[src/rtl/dram_word_adapter.sv]
// dram_word_adapter: single-outstanding 32-bit word port onto a 128-bit DRAM app port.
// Optional one-line read buffer is built when DRAM_ADAPTER_LINEBUF_EN is defined.
module dram_word_adapter #(
  parameter int APP_ADDR_WIDTH = 27,
  parameter int APP_DATA_WIDTH = 128,
  parameter int APP_MASK_WIDTH = 16
) (
  input  logic                      i_clk,
  input  logic                      i_rst,
  input  logic                      i_req_valid,
  input  logic                      i_req_we,
  input  logic [APP_ADDR_WIDTH:0]   i_req_addr,
  input  logic [31:0]               i_req_wdata,
  input  logic [3:0]                i_req_be,
  output logic                      o_req_ready,
  output logic                      o_rsp_valid,
  output logic [31:0]               o_rsp_rdata,
  output logic                      o_rd_en,
  output logic                      o_wr_en,
  output logic [APP_ADDR_WIDTH-1:0] o_addr,
  output logic [APP_DATA_WIDTH-1:0] o_data,
  output logic [APP_MASK_WIDTH-1:0] o_mask,
  input  logic [APP_DATA_WIDTH-1:0] i_data,
  input  logic                      i_data_valid,
  input  logic                      i_ready,
  input  logic                      i_wdf_ready,
  input  logic                      i_init_calib_complete
);

  localparam int TAG_W = APP_ADDR_WIDTH - 3;

  typedef enum logic [2:0] {
    IDLE, WR_ISSUE, RD_ISSUE, RD_WAIT, RSP, COOL
  } state_t;

  state_t           state;
  logic [TAG_W-1:0] tag;
  logic [1:0]       lane;
  logic [31:0]      wdata;
  logic [3:0]       be;
  logic             cool_hold;
  logic             go;
  logic             unused;

  assign go     = i_init_calib_complete & i_ready & i_wdf_ready;
  assign unused = ^i_req_addr[1:0];

`ifdef DRAM_ADAPTER_LINEBUF_EN
  logic                      lb_valid;
  logic [TAG_W-1:0]          lb_tag;
  logic [APP_DATA_WIDTH-1:0] lb_data;
  logic                      hit;

  assign hit = lb_valid && (lb_tag == i_req_addr[APP_ADDR_WIDTH:4]);
`endif

  always_ff @(posedge i_clk or posedge i_rst) begin
    if (i_rst) begin
      state       <= IDLE;
      o_req_ready <= 1'b0;
      o_rsp_valid <= 1'b0;
      o_rsp_rdata <= '0;
      o_rd_en     <= 1'b0;
      o_wr_en     <= 1'b0;
      o_addr      <= '0;
      o_data      <= '0;
      o_mask      <= '0;
      tag         <= '0;
      lane        <= '0;
      wdata       <= '0;
      be          <= '0;
      cool_hold   <= 1'b0;
`ifdef DRAM_ADAPTER_LINEBUF_EN
      lb_valid    <= 1'b0;
      lb_tag      <= '0;
      lb_data     <= '0;
`endif
    end else begin
      o_wr_en     <= 1'b0;
      o_rd_en     <= 1'b0;
      o_rsp_valid <= 1'b0;
      unique case (state)
        IDLE: begin
          o_req_ready <= 1'b1;
          if (i_req_valid && o_req_ready) begin
            o_req_ready <= 1'b0;
            tag   <= i_req_addr[APP_ADDR_WIDTH:4];
            lane  <= i_req_addr[3:2];
            wdata <= i_req_wdata;
            be    <= i_req_be;
            if (i_req_we) begin
              state <= WR_ISSUE;
`ifdef DRAM_ADAPTER_LINEBUF_EN
              // write-through: keep the buffered copy coherent
              if (hit) begin
                for (int b = 0; b < 4; b++) begin
                  if (i_req_be[b]) begin
                    lb_data[{i_req_addr[3:2], 2'(b), 3'b000} +: 8]
                      <= i_req_wdata[{2'(b), 3'b000} +: 8];
                  end
                end
              end
`endif
            end
`ifdef DRAM_ADAPTER_LINEBUF_EN
            else if (hit) begin
              state       <= RSP;
              o_rsp_valid <= 1'b1;
              o_rsp_rdata <= lb_data[{i_req_addr[3:2], 5'b0} +: 32];
            end
`endif
            else begin
              state <= RD_ISSUE;
            end
          end
        end
        WR_ISSUE: begin
          if (go) begin
            o_wr_en   <= 1'b1;
            o_addr    <= {tag, 3'b000};
            o_data    <= APP_DATA_WIDTH'(wdata) << {lane, 5'b0};
            o_mask    <= ~(APP_MASK_WIDTH'(be) << {lane, 2'b00});
            cool_hold <= 1'b1;
            state     <= COOL;
          end
        end
        RD_ISSUE: begin
          if (go) begin
            o_rd_en <= 1'b1;
            o_addr  <= {tag, 3'b000};
            state   <= RD_WAIT;
          end
        end
        RD_WAIT: begin
          if (i_data_valid) begin
            o_rsp_valid <= 1'b1;
            o_rsp_rdata <= i_data[{lane, 5'b0} +: 32];
`ifdef DRAM_ADAPTER_LINEBUF_EN
            lb_valid    <= 1'b1;
            lb_tag      <= tag;
            lb_data     <= i_data;
`endif
            state       <= RSP;
          end
        end
        RSP: begin
          o_req_ready <= 1'b1;
          state       <= IDLE;
        end
        COOL: begin
          // first cycle is the pulse itself; controller ready lags a cycle
          if (cool_hold) begin
            cool_hold <= 1'b0;
          end else if (i_ready) begin
            o_req_ready <= 1'b1;
            state       <= IDLE;
          end
        end
        default: state <= IDLE;
      endcase
    end
  end

endmodule
[config.mk]
export PLATFORM = sky130hd
export DESIGN_NAME = dram_word_adapter
export DESIGN_NICKNAME = d
export VERILOG_FILES = /design/src/rtl/dram_word_adapter.sv
export SDC_FILE = /design/constraint.sdc
export NUM_CORES = 1
export LEC_CHECK = 0
export CORE_ASPECT_RATIO = 1.4
export CORE_MARGIN = 1.5
export CORE_UTILIZATION = 45
export DETAILED_ROUTE_END_ITERATION = 6
export PLACE_DENSITY_LB_ADDON = 0.3
export RECOVER_POWER = 25
export SETUP_SLACK_MARGIN = 0.2
export SYNTH_ARGS = -nofsm -noshare
export SYNTH_HDL_FRONTEND = slang
export SYNTH_SLANG_ARGS = --single-unit
[constraint.sdc]
create_clock -name i_clk -period 12.1 [get_ports i_clk]
set_input_delay 2.42 -clock i_clk [delete_from_list [all_inputs] [get_ports i_clk]]
set_output_delay 2.42 -clock i_clk [all_outputs]
set_load 0.05 [all_outputs]
==> metrics <==
status=finished with violations; failing checks=max-capacitance violations, max-slew violations; relative slew slack=-2.52; Starting Density=0.458; Row Count=70; I/O Buffers=401; overall power=~5.5 mW; Max Freq=around 0.13 GHz; post-synthesis sequential area ratio=0.563; skew final=between 15 and 20 ps; Worst Tran Pin Value=5250 ps; Worst-Skew Late Latency=between 500 and 600 ps; Root Driver=clkbuf_16; CTS Buf Count=26; Clk pin slew, worst setup/hold paths=roughly 60 ps; antenna viol nets, final=0; Mean Syn Cell Area=approximately 13 um^2; Worst Hold Class=flop to flop; yosys warns=0; internal power=2.97 mW; Most Frequent Cell on Critical Path=buf_4; first-pass GRT wire length=roughly 52000 um; Num Clock Sinks=270; worst stage delay on the critical path=2940 ps; DR WL/cell=20.8 um; Sw Ratio=0.462; leak pwr=around 7 nW; DP HPWL=around 23000 um; Setup Buffers After CTS=0; Area Growth Syn to Fin=41.6%; largest net degree at the start of global routing=146; All-Layer GR Usage=0.243; Final nets=between 1k and 1.5k; Final Hold Fails=0; Resized cells post-CTS=0; clock power share=0.147; CTS tree=yes; DRC viols=0; commonest non-fill, non-tap cell in the layout=clkdlybuf4s50_1; via count=a little over 8k; sequential cell fraction of total power=0.306; fin crit share=0.623; Peak supply drop=203 uV; fin. max-slew vios=between 200 and 250; most frequent cells in the layout=397 x clkdlybuf4s50_1, 268 x dfrtp_1, 145 x mux2_2, 109 x nand2_1, 99 x inv_1; DR iter-0 viols=403; CP Data Required Time=~13000 ps; CP arrival=between 8000 and 9000 ps; CTS H-tree depth=1; Setup crit start kind=input port; PD cells=325 nW/um^2; Gate Count Post-Synth=900; area leader, netlist=dfrtp_1; Max FO, Critical Path=between 100 and 150; Die H=196 um; share of cells above drive strength 1=0.193; switching power=roughly 2.5 mW; total gr overflow=0; Yosys cell types=33; crit end category=asynchronous set/reset pin; Vias/cell=a little over 5; combinational fraction of design power=0.547; initial antenna violation count=3; drt pass-1 iters=4; # Max-Cap Violations=3; Bufs and invs on worst path=4; global placement routability congestion=0.786; area share of the largest cell type after synthesis=0.563; worst-path cell chain=dlygate4sd3_1, clkinvlp_2, buf_4, buf_4; Top delay family on crit path=buffers and inverters; I/O pins=~400; Crit Path Category=input port to asynchronous set/reset pin; Tmin final=between 7000 and 8000 ps; synthesized flop and latch total=270; core area=about 26000 um^2; top cells by area, synth=dfrtp_1 56%, mux2_2 14%, mux2i_1 8.0%; vias in the first global route=roughly 9k; Final setup viols=0; Clock Path Buffers=3; CTS Hold Buffers Added=0; die area=about 28000 um^2; TNS Setup=0 ps; Mapped Area=12000 um^2; RSZ-0062 raised after global routing=false; WL final=33800 um; Max stage delay cell, worst path=clkinvlp_2; die span in x=about 140 um
[power groups by stage]
stage / clock network [mW] / registers (mW) / logic [mW]
final: 0.811 / 1.69 / 3.02
after global routing: 0.865 / 1.75 / 3.16
after CTS: 0.830 / 1.69 / 3.03
after detailed placement: 0 / 1.70 / 3.02
after global placement: 0 / 1.67 / 2.99
after floorplan: 0 / 2.75 / 0.894
[cell usage after synthesis (all sizes together)]
library cell  count
dfrtp           270
mux2            166
nand2           109
inv             100
mux2i            96
buf              41
and3             32
mux4             32
clkbuf           19
nand3             6
a21oi             4
nor2b             4
nand2b            2
nand3b            2
nor2              2
nor4              2
o21ai             2
a21o              1
a31oi             1
a41oi             1
and4b             1
conb              1
nand4b            1
nor3b             1
o21ba             1
o22ai             1
o31a              1
xnor2             1
[state kept, by name, summed over array words and instances (netlist names)]
signal / count
cool_hold: 1
o_rsp_rdata: 32
o_rsp_valid: 1
tag: 24
state: 3
o_wr_en: 1
lane: 2
o_mask: 16
be: 4
o_data: 128
o_addr: 24
wdata: 32
o_req_ready: 1
o_rd_en: 1
[through the flow]
| step | hold slack (ps) | instance area [um^2] | utilization | cells | worst slack, ps |
|---|---|---|---|---|---|
| after floorplan | 475 | 12000 | - | 902 | 2240 |
| after global placement | 484 | 16200 | 0.617 | 1577 | 6480 |
| after detailed placement | 492 | 16200 | 0.617 | 1577 | 6460 |
| after CTS | 505 | 17000 | 0.649 | 1622 | 7030 |
| after global routing | 519 | 17000 | 0.649 | 1625 | 3410 |
| final | 502 | 17000 | 0.649 | 1625 | 4560 |
[layer usage]
metal	vias up	GRT usage	share of wire
met5	-	0	0
met4	0	0.0938	0.038
li1	3785	-	-
met2	292	0.424	0.50
met1	4158	0.284	0.38
met3	67	0.0659	0.076
[cell type report]
type                    instances  area (um^2)
well taps                     324          405
inverters                     100          377
repair buffers                411         4090
clock buffers                  41          798
fillers                      2028         9200
flip-flops and latches        270         6760
diodes                          3         7.51
multi-input cells             472         4500
clock inverters                 4         53.8
[kinds of logic after synthesis]
family / Yosys count / synth area share
other cells: 1 / 0.000313
compound gates: 12 / 0.00647
simple gates: 162 / 0.0632
flops: 270 / 0.563
xor+xnor: 1 / 0.000730
buf+inv: 160 / 0.0642
mux: 294 / 0.302
[worst paths after layout]
kind                                 start  slack (ps)  cells past startpoint              end
hold reg to reg            o_rsp_rdata[12]         500                      1  o_rsp_rdata[12]
hold / removal             o_rsp_rdata[12]         500                      1  o_rsp_rdata[12]
min in group asynchronous            i_rst        3990                      2          tag[19]
setup / recovery                     i_rst        4560                      4      o_data[108]
max in group i_clk             i_req_valid        5450                      5         wdata[5]
setup reg to reg                  state[0]        7310                      3         wdata[5]
Note: power is estimated with default switching activity, not from simulation.
